### src/rtl/pipeline_wb_arb.sv
// Write-back stage: one-hot source mux for the in-order result, arbitrated against a
// late-result FIFO for the single register-file write port.
module pipeline_wb_arb #(
    parameter int unsigned XLEN       = 32,
    parameter int unsigned NUM_SRC    = 5,
    parameter int unsigned LATE_DEPTH = 4
) (
    input  logic                              clk,
    input  logic                              resetn,
    input  logic                              valid_m_i,
    input  logic                              reg_write_en_m_i,
    input  logic [4:0]                        rd_idx_m_i,
    input  logic [NUM_SRC-1:0]                result_src_m_i,
    input  logic [NUM_SRC*XLEN-1:0]           src_data_m_i,
    output logic                              stall_m_o,
    input  logic                              late_valid_i,
    output logic                              late_ready_o,
    input  logic [4:0]                        late_rd_idx_i,
    input  logic [XLEN-1:0]                   late_data_i,
    output logic [$clog2(LATE_DEPTH+1)-1:0]   late_pending_o,
    output logic                              reg_write_en_w_o,
    output logic [4:0]                        rd_idx_w_o,
    output logic [XLEN-1:0]                   write_back_data_w_o
);

    localparam int unsigned PtrW = $clog2(LATE_DEPTH);
    localparam int unsigned CntW = $clog2(LATE_DEPTH + 1);

    logic [XLEN-1:0] mux_data;
    logic            ireq;
    logic            full;
    logic            push;
    logic            pop;
    logic            take_inorder;

    logic [CntW-1:0] count_q;
    logic [PtrW-1:0] wr_ptr_q;
    logic [PtrW-1:0] rd_ptr_q;
    logic [4:0]      fifo_rd_q   [LATE_DEPTH];
    logic [XLEN-1:0] fifo_data_q [LATE_DEPTH];

    // AND-OR mux: zero-hot gives 0, multi-hot ORs the selected sources.
    always_comb begin
        mux_data = '0;
        for (int k = 0; k < NUM_SRC; k++) begin
            mux_data = mux_data | (src_data_m_i[k*XLEN +: XLEN] & {XLEN{result_src_m_i[k]}});
        end
    end

    assign ireq         = valid_m_i & reg_write_en_m_i & (rd_idx_m_i != 5'd0);
    assign full         = (count_q == CntW'(LATE_DEPTH));
    assign late_ready_o = ~full;
    // rd = 0 late results complete the handshake but are dropped here.
    assign push         = late_valid_i & late_ready_o & (late_rd_idx_i != 5'd0);
    assign pop          = full | (~ireq & (count_q != '0));
    assign take_inorder = ireq & ~full;
    assign stall_m_o    = ireq & full;

    assign late_pending_o = count_q;

    always_ff @(posedge clk or negedge resetn) begin
        if (!resetn) begin
            count_q  <= '0;
            wr_ptr_q <= '0;
            rd_ptr_q <= '0;
        end else begin
            count_q <= count_q + CntW'(push) - CntW'(pop);
            if (push) begin
                wr_ptr_q <= wr_ptr_q + PtrW'(1);
            end
            if (pop) begin
                rd_ptr_q <= rd_ptr_q + PtrW'(1);
            end
        end
    end

    always_ff @(posedge clk) begin
        if (push) begin
            fifo_rd_q[wr_ptr_q]   <= late_rd_idx_i;
            fifo_data_q[wr_ptr_q] <= late_data_i;
        end
    end

    always_ff @(posedge clk or negedge resetn) begin
        if (!resetn) begin
            reg_write_en_w_o    <= 1'b0;
            rd_idx_w_o          <= 5'd0;
            write_back_data_w_o <= '0;
        end else if (pop) begin
            reg_write_en_w_o    <= 1'b1;
            rd_idx_w_o          <= fifo_rd_q[rd_ptr_q];
            write_back_data_w_o <= fifo_data_q[rd_ptr_q];
        end else if (take_inorder) begin
            reg_write_en_w_o    <= 1'b1;
            rd_idx_w_o          <= rd_idx_m_i;
            write_back_data_w_o <= mux_data;
        end else begin
            reg_write_en_w_o    <= 1'b0;
        end
    end

endmodule

### config.mk
export PLATFORM = sky130hd
export DESIGN_NAME = pipeline_wb_arb
export DESIGN_NICKNAME = d
export VERILOG_FILES = /design/src/rtl/pipeline_wb_arb.sv
export SDC_FILE = /design/constraint.sdc
export NUM_CORES = 1
export LEC_CHECK = 0
export BUFFER_PORTS_ARGS = -buffer_cell sky130_fd_sc_hd__buf_2
export CAP_MARGIN = 20
export CORE_MARGIN = 5
export CORE_UTILIZATION = 23
export DETAILED_ROUTE_END_ITERATION = 12
export PLACE_DENSITY_LB_ADDON = 0.3
export SETUP_SLACK_MARGIN = 0.4
export SYNTH_ARGS = -nofsm -noshare
export SYNTH_HDL_FRONTEND = slang
export SYNTH_SLANG_ARGS = --single-unit
### constraint.sdc
create_clock -name clk -period 3.5 [get_ports clk]
set_input_delay 0.7 -clock clk [delete_from_list [all_inputs] [get_ports clk]]
set_output_delay 0.7 -clock clk [all_outputs]
set_load 0.05 [all_outputs]
# Word-level counts from Yosys, hierarchy flattened
# Memories as Yosys holds them, arrays and structs flattened.
# Cells that the tools add are included.
[op_classes] add_sub_neg=4 n_eq_ne=1 muxes=8 bitwise_logic=19 n_reduce_logical=4
[ops] operator="$and 32x32->32" count=5
[ops] operator="$or 32x32->32" count=4
[ops] operator="$mux 32" count=2
[ops] operator="$mux 5" count=2
[ops] operator="$reduce_bool 5->1" count=2
[ops] operator="$and 1x1->1" count=7
[ops] operator="$add 2x1->2 const B" count=2
[ops] operator="$mux 1" count=4
[ops] operator="$add 3x1->3" count=1
[ops] operator="$eq 3x3->1 const B" count=1
[ops] operator="$reduce_bool 3->1" count=1
[ops] operator="$sub 3x1->3" count=1
[ops] operator="$not 1->1" count=2
[ops] operator="$reduce_bool 2->1" count=1
[ops] operator="$or 1x1->1" count=1
[word_totals] ff_bits=45 ram_bits=148 output_inout_bits=43 wordCells=44 mem_count=2
[mem_list] memory="fifo_data_q" depth=4 word_bits=32 rd=1 rd_clocked_by_memory_dff=0 write_ports=1 line="40" rtl="logic [XLEN-1:0] fifo_data_q [LATE_DEPTH];"
[mem_list] memory="fifo_rd_q" depth=4 word_bits=5 rd=1 rd_clocked_by_memory_dff=0 write_ports=1 line="39" rtl="logic [4:0] fifo_rd_q [LATE_DEPTH];"

# Longest topological paths before layout
# Gate-level depths: netlist (run 1).
[depth] ltp_word=7 depth_mapped=11

# Worst setup path after synthesis (run 1)
# OpenSTA, ideal clock, no wires.
[synth_timing] path_kind="register to register" start="register count_q[1] (netlist: late_pending_o[1])" end="memory fifo_data_q[0][0], enable pin" setup_time_ps=398 arrival_ps=2619 t_required_ps=3102 slack_ps=484 path_stages_with_launch=6 n_path_buf=2 synth_period_minus_slack_ps=3016 path_cell_list="dfrtp_1 > or3b_1 > buf_2 > o311a_1 > clkbuf_1 > and2_1"
[synth_between] elab_chain_cells=6
[synth_rtl] element="start, declared" line="36" rtl="logic [CntW-1:0] count_q;"
[synth_rtl] element="start signal, assigned" line="67" rtl="count_q <= count_q + CntW'(push) - CntW'(pop);"
[synth_rtl] element="$eq 3x3->1" line="51" rtl="assign full = (count_q == CntW'(LATE_DEPTH));"
[synth_rtl] element="$not 1->1" line="52" rtl="assign late_ready_o = ~full;"
[synth_rtl] element="named net late_ready_o" line="17" rtl="output logic late_ready_o,"
[synth_rtl] element="$and 1x1->1 (2 in a row)" line="54" rtl="assign push = late_valid_i & late_ready_o & (late_rd_idx_i != 5'd0);"
[synth_rtl] element="$mux 1" line="78" rtl="if (push) begin"
[synth_rtl] element="$mux 1 (implied by the code)" line="80" rtl="fifo_data_q[wr_ptr_q] <= late_data_i;"
[synth_rtl] element="end, declared" line="40"
# The timed path passes the listed nets, and every way through them passes these cells.

# Final worst setup path (run 1)
[layout_timing] start="register count_q[1] (netlist: late_pending_o[1])" end="register count_q[2] (netlist: late_pending_o[2])"
[layout_between] elab_chain_cells=6 elab_cells_between_ends=9 classes_between="2 x add/sub; 1 x eq/ne; 5 x bitwise; 1 x reduce/logical"
[layout_rtl] element="$eq 3x3->1" line="51"
[layout_rtl] element="$not 1->1" line="52"
[layout_rtl] element="$and 1x1->1 (2 in a row)" line="54"
[layout_rtl] element="$add 3x1->3" line="67"
[layout_rtl] element="$sub 3x1->3 *" line="67"
# Every way passes the cells marked *; elsewhere a longest branch is shown, timed or not.
# A chain may end at the register's enable or synchronous reset.

==> impl_metrics.tcl, run 1 <==
set metrics [dict create \
    finalHoldViolCount 0 \
    path_max_fanout 71 \
    h-tree-depth 4 \
    fin_worst_skew_ps 17.5 \
    cts_buffer_depth 2 \
    start_util 0.232 \
    max_freq_mhz 388 \
    place.port_buffers 254 \
    max_slew_margin 0.291 \
    postCtsSetupBuffers 0 \
    grt_max_degree 72 \
    syn_inst 520 \
    ctsHoldBuffers 0 \
    fin_setup_tns_ps 0 \
    power_density_nw_per_um2 839 \
    ys_top_cells_by_count "148 x edfxtp_1, 45 x dfrtp_1, 37 x a22oi_1, 37 x mux4_2, 35 x nor2_1" \
    cts_buffers 17 \
    worst-slew-pin-transition_ps 1060 \
    dp_hpwl_um 18700 \
    drive_above_1_share 0.489 \
    cts.sinks 193 \
    status "finished, final reports clean" \
    crit_required_ps 3810 \
    syn_area_per_cell_um2 16.3 \
    num_vias 5809 \
    first_pass_iters 5 \
    vdd_ir_drop_max_uv 312 \
    arrival_ps 2880 \
    ant_nets 0 \
    yosysWarnings 0 \
    layout_min_cycle_time_ps 2580 \
    cts_resized 0 \
    grt.busiest_layer "met2" \
    synth_top_area_cell "edfxtp_1" \
    cpMostUsedCell "xnor2_1" \
    wire_per_inst_um 22.1 \
    cpLargestDelayFamily "buffers and inverters" \
    drc 0 \
    finalCritPeriodShare 0.736 \
    finalSetupViolCount 0 \
    startpoint_type "flip-flop" \
    grt_pass1_vias 6207 \
    clk_pin_slew_worst_paths_ps 80 \
    root_buffer "clkbuf_16" \
    vias_per_cell 4.66 \
    slowest_delay_ps 610 \
    area.sequential_um2 5580 \
    met3_usage 0.0436 \
    power.static_leakage_nw 4.18 \
    die_h_um 202 \
    finalWeightedCongestion 0.778 \
    synth_most_common_cell "edfxtp_1" \
    yosysSeqAreaShare 0.658 \
    die_w_um 202 \
    finalMaxSlewViolations 0 \
    antenna_found_initial 7 \
    multiInputGateArea_um2 2670 \
    async_flop_share 0.233 \
    cpMaxStageDelayCell "buf_4" \
    path_buf_inv 1 \
    cp-end-kind "flip-flop" \
    cts_tree "yes" \
    num-nets-final 980 \
    synth-edff-count 148 \
    yosys.area.top_type_share 0.525 \
    critPathKind "flip-flop to flip-flop" \
    crit_chain "or3b_1, o311a_2, buf_4, nor2_1, fa_1, xnor2_1, xnor2_1" \
    ios 255 \
    clk_latency_ps 440 \
    hold_class "input port to async pin" \
    grt.overflow.total 0 \
    routed_wl_um 27500 \
    rows 70 \
    ys_seq_elements 193 \
    synth.distinct_cells 32 \
    netlist_area_um2 8460 \
    grt_pass1_wl_um 40800 \
    dieArea_um2 40700 \
    syn-num-nets 738 \
    hold_ws_ps 353 \
    rsz0062_at_grt "false" \
    fill_cells 3686 \
    areaGrowthSynthToFinish_pct 28.7 \
    netlist_top_cells_area "edfxtp_1 53%, dfrtp_1 13%, mux4_2 9.8%" \
    synth_flop_cell "edfxtp_1" \
    met2_usage 0.223 \
    max_cap_viol_count 0 \
    use_met1 0.173 \
    grtUsageTotal 0.133 \
    drt_iter0_markers 380 \
    fp.coreArea_um2 36400 \
]
## stage by stage
step           total power, mW   util  setup slack [ps]  std cells  cell area [um^2]
6_report                  9.13  0.299               925       1247             10900
5_1_grt                   9.68  0.299               721       1243             10900
4_1_cts                   9.31  0.297               799       1241             10800
3_5_place_dp              7.28  0.280               588       1209             10200
3_3_place_gp              7.22  0.280               649       1209             10200
2_1_floorplan             6.15      -               484        520              8460
## worst reg2reg max path: stages, from the launching register on
cell	delay [ps]
dfrtp_1	500
or3b_1	290
o311a_2	250
buf_4	610
nor2_1	120
fa_1	400
xnor2_1	140
xnor2_1	130
## logic make-up after synthesis
group                      Yosys count  share of synthesized area
DFF                                193                      0.658
and+or+nand+nor                    116                     0.0693
AOI/OAI and AO/OA                  112                      0.129
buffers and inverters               50                     0.0285
muxes                               37                     0.0985
xor gates and xnor gates             6                    0.00621
adders and majority gates            6                    0.00976
## routing by layer
layer  vias to the layer above  part of all wire
met2                       140              0.50
met3                        20             0.059
met5                         -            0.0015
met4                         6            0.0066
met1                      2998              0.43
li1                       2645                 -
## cells in the final DEF (no fill, tap or decap), types with 3 or more instances in the layout
cell / Yosys / layout
a22oi_1: 37 / 37
a2bb2oi_1: 5 / 5
inv_12: 0 / 3
a222oi_1: 32 / 32
nand2_1: 7 / 7
xnor2_1: 6 / 6
nor2_1: 35 / 35
mux4_2: 37 / 37
and3_1: 32 / 32
edfxtp_1: 148 / 148
buf_4: 3 / 12
inv_1: 5 / 5
dfrtp_1: 45 / 43
and2_2: 0 / 5
inv_8: 0 / 3
clkbuf_16: 0 / 17
nand3_1: 32 / 32
buf_2: 10 / 254
clkinv_8: 0 / 5
o31ai_2: 30 / 30
diode_2: 0 / 4
ha_1: 5 / 5
inv_6: 0 / 3
## state kept, by name (all words and copies together), names as in the netlist
signal,count
rd_ptr_q,2
reg_write_en_w_o,1
wr_ptr_q,2
rd_idx_w_o,5
late_pending_o,3
fifo_data_q,128
write_back_data_w_o,32
fifo_rd_q,20
## where the power goes
group          switching, mW  leakage (nW)  internal, mW
logic                   2.25          2.02          1.35
registers              0.415          1.86          3.12
clock network           1.01         0.299         0.991
## layout make-up
| class | instances | share of cell area |
|---|---|---|
| sequential | 193 | 0.512 |
| clock buffer | 18 | 0.0394 |
| tap | 468 | 0.0538 |
| multi-input combinational | 277 | 0.245 |
| timing repair buffer | 268 | 0.129 |
| inverter | 5 | 0.00172 |
| antenna | 4 | 0.000919 |
| clock inverter | 14 | 0.0175 |
## path summary, 6_finish.rpt
path,start,end,slack [ps],cells after the start
max,late_pending_o[1]$_DFF_PN0_,late_pending_o[2]$_DFF_PN0_,920,7
min,resetn,rd_idx_w_o[0]$_DFFE_PN0P_,350,1
max reg2reg,late_pending_o[1]$_DFF_PN0_,late_pending_o[2]$_DFF_PN0_,920,7
min reg2reg,write_back_data_w_o[16]$_DFFE_PN0P_,write_back_data_w_o[16]$_DFFE_PN0P_,510,2
max in group asynchronous,resetn,write_back_data_w_o[1]$_DFFE_PN0P_,2380,2
min in group clk,late_data_i[21],fifo_data_q[0][21]$_DFFE_PP_,470,1
No activity file was read; power rests on OpenSTA's default activity.
==> inputs of run 2 (changes only) <==
==> constraint.sdc (replaced) <==
create_clock -name clk -period 2.2 [get_ports clk]
set_input_delay 0.44 -clock clk [delete_from_list [all_inputs] [get_ports clk]]
set_output_delay 0.44 -clock clk [all_outputs]
set_load 0.05 [all_outputs]
==> run 2 against run 1 <==
Effect of this change: final cell count grew 5.7%; non-clock buffer count rose by 71; global-route usage up 1.7 points; power rose by 87%; worst hold slack worse by 280 ps; wire length up 15%; via count grew 9.1%.
==> impl_metrics.tcl, run 2 (synthesis results as in run 1) <==
set metrics [dict create \
    num-nets-final 1055 \
    power_density_nw_per_um2 1380 \
    use_met1 0.207 \
    drt_iter0_markers 459 \
    fin_setup_tns_ps 0 \
    grt_pass1_vias 6962 \
    dieArea_um2 40700 \
    cts_buffer_depth 2 \
    max_slew_margin 0.446 \
    root_buffer "clkbuf_16" \
    path_max_fanout 5 \
    wire_per_inst_um 23.9 \
    grt.overflow.total 0 \
    layout_commonest_cell "buf_2" \
    grt_max_degree 38 \
    die_w_um 202 \
    power.static_leakage_nw 4.72 \
    clk_pin_slew_worst_paths_ps 80 \
    start_util 0.232 \
    routed_wl_um 31600 \
    finalHoldViolCount 0 \
    cpLargestDelayFamily "simple AND/OR/NAND/NOR gates" \
    fin_worst_skew_ps 15.3 \
    path_buf_inv 2 \
    vdd_ir_drop_max_uv 538 \
    final_cells 1318 \
    dp_hpwl_um 19900 \
    max_freq_mhz 465 \
    cpMaxStageDelayCell "or3b_4" \
    first_pass_iters 9 \
    worst-slew-pin-transition_ps 830 \
    cts_buffers 17 \
    r2r_slack_ps 60 \
    total_power_mw 17.1 \
    status "finished, final reports clean" \
    grt_pass1_wl_um 45700 \
    rows 70 \
    arrival_ps 1710 \
    grt.busiest_layer "met2" \
    antenna_cells 0 \
    crit_required_ps 1760 \
    slowest_delay_ps 440 \
    finalCritPeriodShare 0.978 \
    vias_per_cell 4.81 \
    met2_usage 0.252 \
    cts.sinks 193 \
    die_h_um 202 \
    antenna_found_initial 0 \
    finalSetupViolCount 0 \
    place_ws_ps -314 \
    ant_nets 0 \
    areaGrowthSynthToFinish_pct 46.5 \
    hold_class "input port to async pin" \
    worst_slack_ps 47.9 \
    cp-end-kind "output pin" \
    crit_chain "or3b_4, buf_4, nor2_4, buf_8" \
    finalMaxSlewViolations 0 \
    fp.coreArea_um2 36400 \
    h-tree-depth 4 \
    drc 0 \
    critPathKind "flip-flop to output pin" \
    layout_min_cycle_time_ps 2150 \
    ios 255 \
    top_regs "fifo_data_q: 128 flops, write_back_data_w_o: 32 flops, fifo_rd_q: 20 flops" \
    drive_above_1_share 0.619 \
    dp.cells 1239 \
    place.port_buffers 254 \
    largest_reg_flops 128 \
    rsz0062_at_grt "true" \
    cts_tree "yes" \
    ctsHoldBuffers 0 \
    met3_usage 0.0260 \
    clk_latency_ps 430 \
    layout_common_cells "252 x buf_2, 148 x edfxtp_1, 41 x buf_4" \
    regMostFlops "fifo_data_q" \
    num_vias 6339 \
    grtUsageTotal 0.151 \
    fill_cells 3605 \
    max_cap_viol_count 0 \
    finalWeightedCongestion 0.783 \
    startpoint_type "flip-flop" \
]
-- run 2: cell count changes in the layout (fill, tap and decap cells not counted), sizes merged --
cell	previous run	this run
buf	268	337
and2	5	9
diode	4	0
bufinv	0	1
clkbuf	18	19
clkinv	5	6
inv	14	13
-- run 2: worst reg2reg max path, stage by stage, from the launching register on --
cell     delay, ps
dfrtp_2        400
or3b_4         440
o311a_4        150
xnor2_2        180
ha_2           190
inv_2           40
fa_2           360
xnor2_2        140
xnor2_1        120
-- run 2: report_power, final --
group	switching (mW)	internal, mW
clock network	1.56	1.63
logic	4.81	3.79
registers	0.359	4.97
-- run 2: path summary, 6_finish.rpt --
| kind | start | endpoint | cells after the start |
|---|---|---|---|
| setup / recovery | late_pending_o[0]$_DFF_PN0_ | stall_m_o | 4 |
| hold / removal | resetn | reg_write_en_w_o$_DFF_PN0_ | 1 |
| setup reg to reg | late_pending_o[0]$_DFF_PN0_ | late_pending_o[2]$_DFF_PN0_ | 8 |
| hold reg to reg | write_back_data_w_o[5]$_DFFE_PN0P_ | write_back_data_w_o[5]$_DFFE_PN0P_ | 2 |
| max in group asynchronous | resetn | write_back_data_w_o[13]$_DFFE_PN0P_ | 2 |
| min in group clk | late_data_i[13] | fifo_data_q[2][13]$_DFFE_PP_ | 1 |
-- run 2: layer usage --
metal	up-vias	routed length, um
li1	2807	-
met1	3290	14300
met2	224	15600
met3	18	1370
met4	0	354
met5	-	0
-- run 2: layout make-up --
type                    count  area [um^2]  share of cell area
clock buffers              17          425              0.0343
clock inverters            15          171              0.0138
multi-input cells         281         3140               0.253
well taps                 468          586              0.0472
repair buffers            339         2480               0.200
flip-flops and latches    193         5580               0.450
inverters                   5         18.8             0.00151
-- run 2: metrics by stage --
step	utilization	cell area, um^2	hold WS [ps]
floorplan	-	8560	144
global placement	0.292	10600	481
detailed placement	0.292	10600	495
CTS	0.330	12000	76.3
global route	0.340	12400	108
finish	0.340	12400	74.3
-- run 2: repair_timing --
action,CTS,global route
pin swaps,11,11
endpoints found under the setup margin,184,168
gates resized for setup,51,54
buffers inserted,25,9
cloned,11,2
==> inputs of run 3 (changes only) <==
--- a/config.mk
+++ b/config.mk
@@ -5,6 +5,7 @@
 export SDC_FILE = /design/constraint.sdc
 export NUM_CORES = 1
 export LEC_CHECK = 0
+export ABC_AREA = 1
 export BUFFER_PORTS_ARGS = -buffer_cell sky130_fd_sc_hd__buf_2
 export CAP_MARGIN = 20
 export CORE_MARGIN = 5
==> run 3 against run 2 <==
Effect of this change: sequential share of layout area up 1.5 points; sequential power is 2% higher; design area is 3.2% lower; first-iteration DRC count decreased by 26%; largest cell class unchanged; largest power group unchanged; highest routed layer is now met5.
==> impl_metrics.tcl, run 3 <==
set metrics [dict create \
    wire_per_inst_um 16.6 \
    dp_hpwl_um 22400 \
    yosysWarnings 0 \
    power_density_nw_per_um2 1260 \
    cpMaxStageDelayCell "dfrtp_2" \
    hp-start "late_data_i[8]" \
    r2r.worst_path.cells 10 \
    ant_nets 0 \
    worstHoldPathCells 1 \
    path_max_fanout 4 \
    holdPathEnd "fifo_data_q[1][8]$_DFFE_PP_" \
    top_regs "fifo_data_q: 128 flops, write_back_data_w_o: 32 flops, fifo_rd_q: 20 flops" \
    die_h_um 211 \
    place.port_buffers 254 \
    path_buf_inv 1 \
    fp.coreArea_um2 39700 \
    power.static_leakage_nw 5.46 \
    drive_above_1_share 0.268 \
    drt_iter0_markers 339 \
    worst-slew-pin-transition_ps 643 \
    r2r_start "late_pending_o[1]$_DFF_PN0_" \
    synth-edff-count 148 \
    cts_buffer_depth 2 \
    antenna_found_initial 11 \
    hold_ws_ps 226 \
    grt_max_degree 69 \
    cts_tree "yes" \
    syn-num-nets 1241 \
    cpLargestDelayFamily "adder cells" \
    total_power_mw 15.2 \
    layout_min_cycle_time_ps 2020 \
    synth.distinct_cells 28 \
    finalMaxSlewViolations 0 \
    finish.utilization 0.302 \
    drc 0 \
    place_ws_ps -123 \
    max_freq_mhz 495 \
    die_w_um 211 \
    first_pass_iters 4 \
    vias_per_cell 4.15 \
    synth_flop_cell "edfxtp_1" \
    layout_commonest_cell "nand2_1" \
    num_vias 7580 \
    yosysSeqAreaShare 0.602 \
    root_buffer "clkbuf_16" \
    ys_seq_elements 193 \
    async_flop_share 0.233 \
    arrival_ps 2330 \
    synth_top_area_cell "edfxtp_1" \
    synth_most_common_cell "nand2_1" \
    ios 255 \
    syn_area_per_cell_um2 9.04 \
    crit_chain "nor2_4, nand2_8, nand3_4, nand2_4, xor2_1, ha_2, inv_2, fa_2, xnor2_2, xor2_1" \
    finalWeightedCongestion 0.941 \
    finalCritPeriodShare 0.918 \
    worst_slack_ps 180 \
    rows 73 \
    max_slew_margin 0.572 \
    cp-end-kind "flip-flop" \
    startpoint_type "flip-flop" \
    regMostFlops "fifo_data_q" \
    num-nets-final 1503 \
    crit_required_ps 2510 \
    cts_buffers 17 \
    r2r-end "late_pending_o[2]$_DFF_PN0_" \
    clk_latency_ps 430 \
    max_cap_viol_count 0 \
    rsz0062_at_grt "true" \
    grt_pass1_vias 7438 \
    dieArea_um2 44300 \
    clk_pin_slew_worst_paths_ps 70 \
    status "finished, final reports clean" \
    hold_class "input port to flip-flop" \
    layout_common_cells "392 x nand2_1, 252 x buf_2, 148 x edfxtp_1" \
    grtUsageTotal 0.133 \
    yosys.area.top_type_share 0.480 \
    cts.sinks 193 \
    r2r_slack_ps 180 \
    largest_reg_flops 128 \
    slowest_delay_ps 430 \
    fin_worst_skew_ps 12.7 \
    cpMostUsedCell "xor2_1" \
    ys_top_cells_by_count "392 x nand2_1, 148 x edfxtp_1, 88 x inv_1, 88 x nor2_1, 63 x nand3_1" \
    critPathKind "flip-flop to flip-flop" \
    h-tree-depth 4 \
    finalHoldViolCount 0 \
    finalSetupViolCount 0 \
    routed_wl_um 30400 \
    grt_pass1_wl_um 45500 \
    vdd_ir_drop_max_uv 553 \
    start_util 0.233 \
    netlist_area_um2 9250 \
    areaGrowthSynthToFinish_pct 29.8 \
    grt.overflow.total 0 \
    syn_inst 1023 \
    netlist_top_cells_area "edfxtp_1 48%, nand2_1 16%, dfrtp_1 12%" \
]
## run 3: changes by cell type in the layout (fill, tap and decap cells not counted), moves of 32 or more
cell / delta
a22oi_1: -32
mux4_2: -37
nand2_1: +385
o21ai_0: +58
inv_1: +84
a222oi_1: -32
nand4_1: +33
and3_4: -32
nor2_1: +63
## run 3: where the power goes
group          internal (mW)  total, mW  switching (mW)
Sequential              4.98       5.42           0.447
Combinational           2.15       6.99            4.84
Clock                   1.43       2.77            1.34
## run 3: how the worst max path moves through the flow
stage / from / endpoint / slack, ps / cells past startpoint
floorplan: late_pending_o[1]$_DFF_PN0_ / late_pending_o[2]$_DFF_PN0_ / -140 / 11
global placement: late_rd_idx_i[3] / late_pending_o[2]$_DFF_PN0_ / -110 / 10
detailed placement: rd_idx_m_i[3] / late_pending_o[2]$_DFF_PN0_ / -120 / 11
CTS: late_pending_o[1]$_DFF_PN0_ / late_pending_o[2]$_DFF_PN0_ / 180 / 10
global route: late_pending_o[1]$_DFF_PN0_ / late_pending_o[2]$_DFF_PN0_ / 90 / 10
finish: late_pending_o[1]$_DFF_PN0_ / late_pending_o[2]$_DFF_PN0_ / 180 / 10
## run 3: kinds of logic (layout without fill, tap and decap cells)
kind of cell,Yosys count,in the layout,share of synthesized area
compound gates,89,89,0.0505
xor+xnor,5,5,0.00473
fa+ha+maj,6,6,0.00893
buf+inv,146,418,0.0729
flops,193,193,0.602
other cells,0,6,0
simple gates,584,584,0.261
## run 3: timing repair
| item | in CTS | in global routing |
|---|---|---|
| hold endpoints to repair | 37 | 0 |
| setup buffers | 5 | 1 |
| resized for setup | 12 | 4 |
| pin swaps | 7 | 0 |
| hold buffers | 1 | 0 |
| setup endpoints to repair | 41 | 41 |
| gates cloned | 1 | 0 |
## run 3: per-layer routing
layer | global-route usage | part of all wire | up-vias
met4 | 0.0367 | 0.019 | 12
li1 | - | - | 3860
met2 | 0.212 | 0.45 | 238
met3 | 0.0408 | 0.079 | 34
met5 | 0 | 0.0025 | -
met1 | 0.178 | 0.45 | 3436
## run 3: metrics by stage
stage	std cells	TNS, ps	instance area [um^2]
global route	1821	0	12000
floorplan	1023	-193	9300
detailed placement	1783	-142	11300
finish	1826	0	12000
global placement	1783	-138	11300
CTS	1819	0	12000
## run 3: worst reg2reg max path: cells and delay by family (launching register included)
family / cells / cell delay, ps
buffers and inverters: 1 / 40
AND/OR/NAND/NOR: 4 / 410
flip-flops: 1 / 430
XOR/XNOR: 3 / 450
adder cells (fa/ha/maj): 2 / 580
## run 3: final cells by class
cell class | count | area (um^2)
clock buffers | 17 | 425
flip-flops and latches | 193 | 5580
repair buffers | 297 | 1820
fillers | 4176 | 27700
well taps | 525 | 657
inverters | 92 | 360
clock inverters | 12 | 88.8
diodes | 6 | 15.0
multi-input cells | 684 | 3060
